==> src/rtl/painterengine_gpu_reader_pkg.sv <==
// Shared AXI constants and reader FSM state encoding for the painterengine GPU read path.
package painterengine_gpu_reader_pkg;

  localparam logic [1:0] AXI_BURST_INCR = 2'b01;
  localparam logic [2:0] AXI_SIZE_4B    = 3'b010;
  localparam logic [1:0] AXI_RESP_OKAY  = 2'b00;

  typedef enum logic [2:0] {
    StIdle  = 3'd0,
    StCalc  = 3'd1,
    StAddr  = 3'd2,
    StData  = 3'd3,
    StDone  = 3'd4,
    StError = 3'd5
  } reader_state_e;

endpackage

==> src/rtl/painterengine_gpu_reader_burstcalc.sv <==
// Registered burst sizing: min(remaining words, max burst, words left in the current 4 KB page).
module painterengine_gpu_reader_burstcalc #(
  parameter int unsigned PARAM_MAX_BURST = 16,
  parameter int unsigned PARAM_LEN_WIDTH = 32,
  parameter int unsigned BEAT_WIDTH      = $clog2(PARAM_MAX_BURST) + 1
) (
  input  logic                       clock,
  input  logic                       resetn,
  input  logic                       enable,
  input  logic [PARAM_LEN_WIDTH-1:0] remaining,
  input  logic [9:0]                 word_offset,
  output logic [BEAT_WIDTH-1:0]      beats,
  output logic [7:0]                 arlen
);

  logic [10:0] gap_words;
  logic [10:0] limit;
  logic [10:0] pick;
  logic [BEAT_WIDTH-1:0] beats_q;
  logic [7:0]            arlen_q;

  // Word offset within the page is addr[11:2]; gap is 1..1024 words.
  always_comb begin
    gap_words = 11'h400 - {1'b0, word_offset};
    limit     = (gap_words < 11'(PARAM_MAX_BURST)) ? gap_words : 11'(PARAM_MAX_BURST);
    pick      = (remaining < PARAM_LEN_WIDTH'(limit)) ? 11'(remaining) : limit;
  end

  always_ff @(posedge clock) begin
    if (!resetn) begin
      beats_q <= '0;
      arlen_q <= '0;
    end else if (enable) begin
      beats_q <= BEAT_WIDTH'(pick);
      arlen_q <= 8'(pick - 11'd1);
    end
  end

  assign beats = beats_q;
  assign arlen = arlen_q;

endmodule

==> src/rtl/painterengine_gpu_reader.sv <==
// AXI4 read-master DMA: fetches a linear run of 32-bit words in INCR bursts and streams
// them straight to the display consumer, honouring its data_next backpressure.
module painterengine_gpu_reader
  import painterengine_gpu_reader_pkg::*;
#(
  parameter int unsigned PARAM_MAX_BURST = 16,
  parameter int unsigned PARAM_LEN_WIDTH = 32
) (
  input  logic                       i_wire_clock,
  input  logic                       i_wire_resetn,
  input  logic [31:0]                i_wire_address,
  input  logic [PARAM_LEN_WIDTH-1:0] i_wire_length,
  output logic                       o_wire_done,
  output logic                       o_wire_error,
  output logic [31:0]                o_wire_data,
  output logic                       o_wire_data_valid,
  input  logic                       i_wire_data_next,
  output logic [31:0]                o_wire_m_axi_araddr,
  output logic [7:0]                 o_wire_m_axi_arlen,
  output logic [2:0]                 o_wire_m_axi_arsize,
  output logic [1:0]                 o_wire_m_axi_arburst,
  output logic                       o_wire_m_axi_arvalid,
  input  logic                       i_wire_m_axi_arready,
  input  logic [31:0]                i_wire_m_axi_rdata,
  input  logic [1:0]                 i_wire_m_axi_rresp,
  input  logic                       i_wire_m_axi_rlast,
  input  logic                       i_wire_m_axi_rvalid,
  output logic                       o_wire_m_axi_rready
);

  localparam int unsigned BeatWidth = $clog2(PARAM_MAX_BURST) + 1;

  reader_state_e              state_q, state_d;
  logic [31:0]                addr_q, addr_d;
  logic [PARAM_LEN_WIDTH-1:0] remaining_q, remaining_d;
  logic [BeatWidth-1:0]       beat_cnt_q, beat_cnt_d;
  logic                       err_q, err_d;
  logic [BeatWidth-1:0]       beats;
  logic [7:0]                 arlen;
  logic                       last_cnt;
  logic                       err_next;

  painterengine_gpu_reader_burstcalc #(
    .PARAM_MAX_BURST (PARAM_MAX_BURST),
    .PARAM_LEN_WIDTH (PARAM_LEN_WIDTH),
    .BEAT_WIDTH      (BeatWidth)
  ) u_burstcalc (
    .clock       (i_wire_clock),
    .resetn      (i_wire_resetn),
    .enable      (state_q == StCalc),
    .remaining   (remaining_q),
    .word_offset (addr_q[11:2]),
    .beats       (beats),
    .arlen       (arlen)
  );

  always_comb begin
    state_d              = state_q;
    addr_d               = addr_q;
    remaining_d          = remaining_q;
    beat_cnt_d           = beat_cnt_q;
    err_d                = err_q;
    last_cnt             = 1'b0;
    err_next             = err_q;
    o_wire_m_axi_arvalid = 1'b0;
    o_wire_m_axi_rready  = 1'b0;
    o_wire_data_valid    = 1'b0;

    unique case (state_q)
      StIdle: begin
        addr_d      = i_wire_address;
        remaining_d = i_wire_length;
        beat_cnt_d  = '0;
        err_d       = 1'b0;
        if (i_wire_length == '0)             state_d = StDone;
        else if (i_wire_address[1:0] != 2'b00) state_d = StError;
        else                                   state_d = StCalc;
      end
      StCalc: state_d = StAddr;
      StAddr: begin
        o_wire_m_axi_arvalid = 1'b1;
        beat_cnt_d           = '0;
        if (i_wire_m_axi_arready) state_d = StData;
      end
      StData: begin
        o_wire_m_axi_rready = i_wire_data_next;
        o_wire_data_valid   = i_wire_m_axi_rvalid;
        if (i_wire_m_axi_rvalid && i_wire_data_next) begin
          last_cnt   = (beat_cnt_q == beats - BeatWidth'(1));
          err_next   = err_q || (i_wire_m_axi_rresp != AXI_RESP_OKAY) ||
                       (i_wire_m_axi_rlast != last_cnt);
          err_d      = err_next;
          beat_cnt_d = beat_cnt_q + BeatWidth'(1);
          // An early RLAST also closes the burst so a short slave cannot stall the reader.
          if (last_cnt || i_wire_m_axi_rlast) begin
            if (err_next) begin
              state_d = StError;
            end else if (remaining_q == PARAM_LEN_WIDTH'(beats)) begin
              state_d = StDone;
            end else begin
              addr_d      = addr_q + (32'(beats) << 2);
              remaining_d = remaining_q - PARAM_LEN_WIDTH'(beats);
              state_d     = StCalc;
            end
          end
        end
      end
      StDone:  state_d = StDone;
      StError: state_d = StError;
      default: state_d = StIdle;
    endcase
  end

  always_ff @(posedge i_wire_clock) begin
    if (!i_wire_resetn) begin
      state_q     <= StIdle;
      addr_q      <= '0;
      remaining_q <= '0;
      beat_cnt_q  <= '0;
      err_q       <= 1'b0;
    end else begin
      state_q     <= state_d;
      addr_q      <= addr_d;
      remaining_q <= remaining_d;
      beat_cnt_q  <= beat_cnt_d;
      err_q       <= err_d;
    end
  end

  assign o_wire_done          = (state_q == StDone);
  assign o_wire_error         = (state_q == StError);
  assign o_wire_data          = i_wire_m_axi_rdata;
  assign o_wire_m_axi_araddr  = addr_q;
  assign o_wire_m_axi_arlen   = arlen;
  assign o_wire_m_axi_arsize  = AXI_SIZE_4B;
  assign o_wire_m_axi_arburst = AXI_BURST_INCR;

endmodule
==> config.mk <==
export PLATFORM = sky130hd
export DESIGN_NAME = painterengine_gpu_reader
export DESIGN_NICKNAME = d
export VERILOG_FILES = /design/src/rtl/painterengine_gpu_reader_pkg.sv /design/src/rtl/painterengine_gpu_reader_burstcalc.sv /design/src/rtl/painterengine_gpu_reader.sv
export SDC_FILE = /design/constraint.sdc
export NUM_CORES = 1
export LEC_CHECK = 0
export ABC_AREA = 0
export CAP_MARGIN = 15
export CELL_PAD_IN_SITES_DETAIL_PLACEMENT = 0
export CELL_PAD_IN_SITES_GLOBAL_PLACEMENT = 1
export CORE_MARGIN = 3
export CORE_UTILIZATION = 31
export DETAILED_ROUTE_END_ITERATION = 7
export HOLD_SLACK_MARGIN = 0.02
export PLACE_DENSITY = 0.87
export SETUP_SLACK_MARGIN = 0.2
export SYNTH_ARGS = -nofsm -noshare
export SYNTH_HDL_FRONTEND = slang
export SYNTH_SLANG_ARGS = --single-unit
==> constraint.sdc <==
create_clock -name i_wire_clock -period 3.85 [get_ports i_wire_clock]
set_input_delay 0.77 -clock i_wire_clock [delete_from_list [all_inputs] [get_ports i_wire_clock]]
set_output_delay 0.77 -clock i_wire_clock [all_outputs]
set_load 0.03 [all_outputs]
==> summary.txt, run 1 <==
Run
  • Max-Cap Viols: 0

Global route
  • Largest net degree at the start of global routing: between 80 and 90
  • GR Overflow Total: 0
  • First-pass GRT wire length: 32.30 mm
  • Initial antenna violation count: 0
  • Vias in the first global route: 5955
  • GRT Total Usage: 18.08%

Logic synthesis
  • Yosys cell types: 74
  • Yosys top cell by area: dfxtp_1
  • Number of synthesized flops with an enable pin: 0
  • Syn_area_per_cell: between 7 and 8 µm²
  • Register area share after synthesis: 27.53%
  • YS warnings: 0
  • Commonest cells post-synth: 86 x dfxtp_1, 78 x nor2_1, 69 x nand2_1
  • Fraction of registers with async set/reset: 0%
  • Gate Count Post-Synth: 826
  • Most common cell in the netlist: dfxtp_1
  • Synth Flop Type: dfxtp_1
  • Synth area leaders: dfxtp_1 28%, a21oi_1 5.3%, ha_1 5.0%
  • Mapped Area: ~0.0063 mm²
  • FF+latch count, synth: 86
  • Synth top area share: ~28%

Timing
  • Endpoints failing hold: 0
  • Unrepaired setup endpoints after global routing: true
  • Final TNS setup: 0 ns
  • WHS: ~0.45 ns
  • Min Tclk post-route: 3.476 ns
  • Peak Freq: between 200 and 300 MHz
  • Post-route clock period utilization: 90.29%
  • Final Max Tran Viols: 0
  • Clk_skew: roughly 0.014 ns
  • Final setup viols: 0
  • Worst Tran Pin Value: 0.9056 ns
  • Slew HR: 39.62%

Clocking
  • CTS max path bufs: 2
  • Clk pin slew, worst setup/hold paths: 0.06 ns
  • Clk sink count: 86
  • H-tree levels: 3
  • Num CTS Buffers: 9
  • CTS root buffer: clkbuf_16
  • Clock tree from TritonCTS: yes
  • Worst skew pair latency: 0.36 ns
  • Cts hold-fix bufs: 0

Critical path
  • Req. time, crit path: 4.10 ns
  • Reg-to-reg startpoint: u_burstcalc.beats[1]
  • Worst path arrival time: between 3 and 4 ns
  • Crit Path Max Fanout: 20
  • Reg2reg setup slack: 0.37 ns
  • Worst reg2reg path depth: 14
  • Kind of critical path: flop to flop
  • Startpoint Class: flop
  • Critical Path End Type: flop
  • Worst r2r dst: o_wire_m_axi_araddr[13]

Hold path
  • HP Class: flop to flop
  • Worst Hold Path Cells: 2
  • Hold_sp: u_burstcalc.arlen[3]
  • Hold Path End: u_burstcalc.arlen[3]

Power
  • Power per cell area: 908.0 mW/mm²
  • Leakage: ~3.0 nW
  • VDD IR max: around 0.4 mV

Drt
  • Post-DR vias/cell: about 5.6
  • Final WL: 21.49 mm
  • # DRC: 0
  • First-pass DRT Iterations: 5
  • ANT nets after route: 0
  • Routed via count: 6599
  • Drt initial violations: 481
  • Wire length per cell: 18.37 µm

Placement
  • IO Port Bufs: around 120
  • DPL Wire Length: 14.31 mm
  • Final GP Congestion: 0.8764

Finish
  • Fillers: roughly 2100
  • Diode count: 0
  • Layout area overhead: 28.87%
  • Share of layout cells above drive strength 1: 11.82%
  • NumNets Final: 1031

Die
  • Die W: roughly 150 µm
  • Starting Density: 31.82%
  • Die Height: 148.0 µm
  • Die area: around 0.022 mm²
  • # IOs: between 150 and 200
  • Core area: approximately 0.02 mm²
  • Rows: 51

Outcome
  • Outcome: completed
-- area by class of cell --
type	count	area (µm²)	area share (%)
flip-flops and latches	86	1732	21.48
multi-input cells	627	4118	51.09
well taps	265	331.6	4.114
repair buffers	149	1510	18.74
inverters	27	103.9	1.288
clock inverters	5	32.53	0.4036
clock buffers	11	232.7	2.887
-- worst max-delay path by stage --
stage | from | endpoint | slack, ns | depth (start not counted)
2_1_floorplan | o_wire_m_axi_araddr[3] | u_burstcalc.arlen[4] | 0.22 | 18
3_3_place_gp | o_wire_m_axi_araddr[3] | u_burstcalc.arlen[4] | 0.22 | 17
3_5_place_dp | o_wire_m_axi_araddr[3] | u_burstcalc.arlen[6] | 0.14 | 18
4_1_cts | o_wire_m_axi_araddr[3] | u_burstcalc.arlen[2] | 0.22 | 15
5_1_grt | o_wire_m_axi_araddr[3] | u_burstcalc.arlen[4] | 0.16 | 17
6_report | u_burstcalc.beats[1] | o_wire_m_axi_araddr[13] | 0.37 | 14
-- metrics by stage --
stage / instances / area (µm²) / power, mW / util, % / setup WS [ns]
after floorplan: 835 / 6324 / 4.655 / - / 0.2208
after global routing: 1170 / 8060 / 7.852 / 41.01 / 0.1633
final: 1170 / 8060 / 7.319 / 41.01 / 0.3739
after global placement: 1144 / 7537 / 5.892 / 38.35 / 0.2247
after CTS: 1161 / 7835 / 6.811 / 39.87 / 0.2157
after detailed placement: 1144 / 7537 / 5.939 / 38.35 / 0.1438
-- layout by cell type (no fill, tap or decap), types with 6 or more instances in the layout --
cell type / n
a211oi_2: 6
xnor2_1: 8
a41oi_1: 11
ha_1: 22
and3_1: 12
a211oi_1: 16
nand3_1: 32
o221a_2: 19
dfxtp_1: 82
conb_1: 11
nor2_1: 75
a21o_1: 16
nor4_1: 13
o31ai_1: 11
and2_1: 8
o21ai_0: 36
nand4_1: 18
nand2_1: 69
clkdlybuf4s50_1: 116
a21oi_1: 66
xor2_1: 11
a31oi_1: 21
clkbuf_16: 12
or3_1: 9
nor3_1: 31
inv_1: 23
nor2b_1: 8
buf_4: 26
o211ai_1: 9
-- per-layer routing --
layer | up-vias | track usage [%] | wire [µm] | part of all wire (%)
met5 | - | 0 | 0 | 0
met4 | 0 | 5.497 | 440 | 2.0
met3 | 31 | 3.740 | 1734 | 8.1
met2 | 275 | 27.04 | 9484 | 44
met1 | 3107 | 26.13 | 9829 | 46
li1 | 3186 | - | - | -
-- sequential cells by signal, indices dropped and copies added (netlist names) --
signal / flops
u_burstcalc.beats: 5
o_wire_m_axi_araddr: 32
remaining_q: 32
state_q: 3
err_q: 1
u_burstcalc.arlen: 8
beat_cnt_q: 5
-- repair_timing --
item | 4_1_cts | 5_1_grt
endpoints found under the hold margin | 0 | 0
gates resized for setup | 3 | 22
setup buffers | 1 | 5
pin swaps | 1 | 8
setup endpoints to repair | 3 | 64
cloned | 0 | 4
-- kinds of logic (layout without fill, tap and decap cells) --
group | count (synthesis) | count (layout) | share of synthesized area [%]
buf+inv | 122 | 192 | 9.942
fa+ha+maj | 27 | 27 | 5.641
compound gates | 257 | 257 | 28.55
mux | 8 | 8 | 1.320
simple gates | 305 | 305 | 24.24
xor+xnor | 19 | 19 | 2.661
flops | 86 | 86 | 27.53
other cells | 2 | 11 | 0.1201
-- critical path, cell delays in order, from the launching register on --
cell	delay, ns
dfxtp_1	0.35
inv_2	0.08
ha_4	0.18
xnor2_1	0.12
nand2_1	0.08
o211ai_1	0.09
o21ai_0	0.10
nand4_1	0.14
ha_1	0.29
or4_1	0.53
or2_0	0.22
a31o_1	0.23
a211o_4	0.42
clkbuf_16	0.22
o221a_2	0.29
-- power by group --
part           leakage [nW]  internal (mW)  switching (mW)
Sequential            0.711           1.28           0.523
Combinational          2.19           1.96            2.73
Clock                 0.130          0.439           0.396
Total                  3.03           3.67            3.65
No activity file was read; power rests on OpenSTA's default activity.
==> run 2, diff against run 1 <==
--- a/config.mk
+++ b/config.mk
@@ -13,6 +13,7 @@
 export CORE_UTILIZATION = 31
 export DETAILED_ROUTE_END_ITERATION = 7
 export HOLD_SLACK_MARGIN = 0.02
+export MAX_ROUTING_LAYER = met4
 export PLACE_DENSITY = 0.87
 export SETUP_SLACK_MARGIN = 0.2
 export SYNTH_ARGS = -nofsm -noshare
==> run 2 against run 1 <==
Worst setup slack better by 0.010 ns; clock skew decreased by 0.0021 ns; global-route usage rose by 0.53 points; via count fell by 0.55%; cell area decreased by 0.48%; critical path type unchanged; highest routed layer unchanged.
==> summary.txt, run 2 (synthesis gave the netlist of run 1 again) <==
Die
  • Core area: 0.01965 mm² (unchanged)
  • Die area: 0.02192 mm² (unchanged)
  • Rows: 51 (unchanged)
  • Starting Density: 31.82% (unchanged)
  • # IOs: 186 (unchanged)
  • Die W: 148.0 µm (unchanged)
  • Die Height: 148.0 µm (unchanged)

Clocking
  • Num CTS Buffers: 9 (unchanged)
  • CTS root buffer: clkbuf_16 (unchanged)
  • Clock tree from TritonCTS: yes (unchanged)
  • H-tree levels: 3 (unchanged)
  • Clk pin slew, worst setup/hold paths: 0.07 ns (was 0.06 ns)
  • Cts hold-fix bufs: 0 (unchanged)
  • Clk sink count: 86 (unchanged)
  • CTS max path bufs: 2 (unchanged)
  • Worst skew pair latency: 0.36 ns (about the same)

Finish
  • Diode count: 0 (unchanged)
  • Most frequent cells in the layout: 116 x clkdlybuf4s50_1, 82 x dfxtp_1, 75 x nor2_1, 69 x nand2_1, 66 x a21oi_1 (unchanged)
  • Layout area overhead: 28.25% (was 28.87%)
  • Share of layout cells above drive strength 1: 11.64% (was 11.82%)
  • Most common cell after layout, fill and taps aside: clkdlybuf4s50_1 (unchanged)
  • Final Core Density: 40.81% (was 41.01%)
  • NumNets Final: 1028 (was 1031)

Critical path
  • Crit Path Max Fanout: 6 (was 20)
  • Worst r2r dst: u_burstcalc.arlen[2] (was o_wire_m_axi_araddr[13])
  • Reg-to-reg startpoint: o_wire_m_axi_araddr[3] (was u_burstcalc.beats[1])
  • Setup crit end: u_burstcalc.arlen[2] (was o_wire_m_axi_araddr[13])
  • CP startpoint: o_wire_m_axi_araddr[3] (was u_burstcalc.beats[1])
  • Startpoint Class: flop (unchanged)
  • Kind of critical path: flop to flop (unchanged)
  • Reg2reg setup slack: 0.38 ns (was 0.37 ns)
  • Worst reg2reg path depth: 15 (was 14)
  • Highest cell delay on the worst timing path: 0.37 ns (was 0.53 ns)
  • Critical Path End Type: flop (unchanged)
  • Req. time, crit path: 4.13 ns (was 4.10 ns)
  • Worst path arrival time: 3.74 ns (was 3.72 ns)
  • Worst path cell trace: inv_4, ha_4, nor3b_4, mux2i_2, nor2_2, nand2_1, ha_1, a21o_1, a21o_1, a221oi_4, o211ai_4, mux2_4, ha_4, or3_1, o211ai_1 (was inv_2, ha_4, xnor2_1, nand2_1, o211ai_1, o21ai_0, nand4_1, ha_1, or4_1, or2_0, a31o_1, a211o_4, clkbuf_16, o221a_2)
  • Crit-path slowest cell: dfxtp_4 (was or4_1)

Power
  • Switch Pwr: 3.566 mW (was 3.648 mW)
  • Power per cell area: 893.7 mW/mm² (was 908.0 mW/mm²)
  • Leakage: 3.011 nW (was 3.033 nW)
  • VDD IR max: 0.3727 mV (was 0.3902 mV)
  • Sequential Power Share: 25.1% (was 24.6%)
  • Switch share: 49.74% (was 49.84%)
  • Clock power share: 11.6% (was 11.4%)
  • Cell Int Power: 3.603 mW (was 3.671 mW)
  • Logic gate share of total power: 63.3% (was 64.0%)

Timing
  • Worst Tran Pin Value: 0.8944 ns (was 0.9056 ns)
  • Slew HR: 40.37% (was 39.62%)
  • Final TNS setup: 0 ns (unchanged)
  • Peak Freq: 288.5 MHz (was 287.7 MHz)
  • Endpoints failing hold: 0 (unchanged)
  • Final setup viols: 0 (unchanged)
  • Setup ws final: 0.3842 ns (was 0.3739 ns)
  • Clk_skew: 0.01232 ns (was 0.01440 ns)
  • Post-route clock period utilization: 90.02% (was 90.29%)
  • Unrepaired setup endpoints after global routing: true (unchanged)
  • Final Max Tran Viols: 0 (unchanged)
  • Min Tclk post-route: 3.466 ns (was 3.476 ns)

Global route
  • Initial antenna violation count: 0 (unchanged)
  • Vias in the first global route: 5959 (was 5955)
  • Largest net degree at the start of global routing: 86 (unchanged)
  • First-pass GRT wire length: 32.29 mm (was 32.30 mm)
  • GR Overflow Total: 0 (unchanged)
  • GRT Total Usage: 18.62% (was 18.08%)

Drt
  • ANT nets after route: 0 (unchanged)
  • Post-DR vias/cell: 5.624 (was 5.640)
  • Drt initial violations: 451 (was 481)
  • # DRC: 0 (unchanged)
  • First-pass DRT Iterations: 6 (was 5)
  • Final WL: 20.99 mm (was 21.49 mm)
  • Routed via count: 6563 (was 6599)
  • Wire length per cell: 17.98 µm (was 18.37 µm)

Placement
  • IO Port Bufs: 116 (unchanged)
  • DPL Wire Length: 14.31 mm (unchanged)
  • Final GP Congestion: 0.8908 (was 0.8764)
  • Post-Place Setup Slack: 0.1438 ns (unchanged)

Hold path
  • HP Class: flop to flop (unchanged)

Run
  • Max-Cap Viols: 0 (unchanged)

Outcome
  • Outcome: completed (unchanged)
==> run 2: changes by cell type in the layout (fill, tap and decap cells not counted) <==
cell,change
buf_4,-1
clkbuf_16,-1
o21ai_0,-1
buf_6,-1
a211oi_1,-1
o21ai_1,+1
a211oi_2,+1
==> run 2: critical path, delay by kind of cell, from the launching register on <==
kind            cells  cell delay (ns)
mux                 2             0.65
compound gates      5             0.95
flops               1             0.37
buf+inv             1             0.08
simple gates        4             0.76
fa+ha+maj           3             0.58
==> run 2: metrics by stage <==
step | instance area [µm²] | hold WS, ns | power [mW] | instances
after floorplan | 6324 | 0.4353 | 4.655 | 835
after global placement | 7537 | 0.4416 | 5.892 | 1144
after detailed placement | 7537 | 0.4461 | 5.939 | 1144
after CTS | 7835 | 0.4542 | 6.811 | 1161
after global routing | 8021 | 0.4879 | 7.724 | 1167
final | 8021 | 0.4479 | 7.169 | 1167
==> run 2: layer usage <==
metal / vias up / global-route usage [%] / part of all wire (%)
li1: 3172 / - / -
met1: 3106 / 26.38 / 47
met2: 257 / 27.04 / 44
met3: 28 / 3.372 / 7.2
met4: 0 / 5.497 / 2.0
met5: - / - / 0
==> run 2: worst min-delay path by stage <==
stage | from | end | depth (start not counted)
CTS | u_burstcalc.arlen[3] | u_burstcalc.arlen[3] | 2
detailed placement | u_burstcalc.arlen[3] | u_burstcalc.arlen[3] | 2
finish | u_burstcalc.arlen[4] | u_burstcalc.arlen[4] | 2
floorplan | remaining_q[13] | remaining_q[13] | 2
global placement | u_burstcalc.arlen[4] | u_burstcalc.arlen[4] | 2
global route | o_wire_m_axi_araddr[1] | o_wire_m_axi_araddr[1] | 2
==> run 2: power by group through the flow <==
| stage | logic, mW | clock network (mW) | registers, mW |
|---|---|---|---|
| finish | 4.54 | 0.829 | 1.80 |
| global route | 4.97 | 0.883 | 1.87 |
| CTS | 4.19 | 0.842 | 1.78 |
| detailed placement | 4.15 | 0 | 1.79 |
| global placement | 4.11 | 0 | 1.78 |
| floorplan | 2.68 | 0 | 1.97 |
==> run 2: layout make-up <==
cell class / instances / area [µm²]
clock buffers: 11 / 232.7
clock inverters: 5 / 32.53
fillers: 2059 / 11630
inverters: 27 / 103.9
multi-input cells: 627 / 4123
flip-flops and latches: 86 / 1732
well taps: 265 / 331.6
repair buffers: 146 / 1466
==> run 2: repair_timing <==
item                       in CTS  in global routing
cloned                          0                  2
gates resized for setup         3                 24
pin swaps                       1                  7
buffers inserted                1                  4
setup endpoints to repair       3                 64
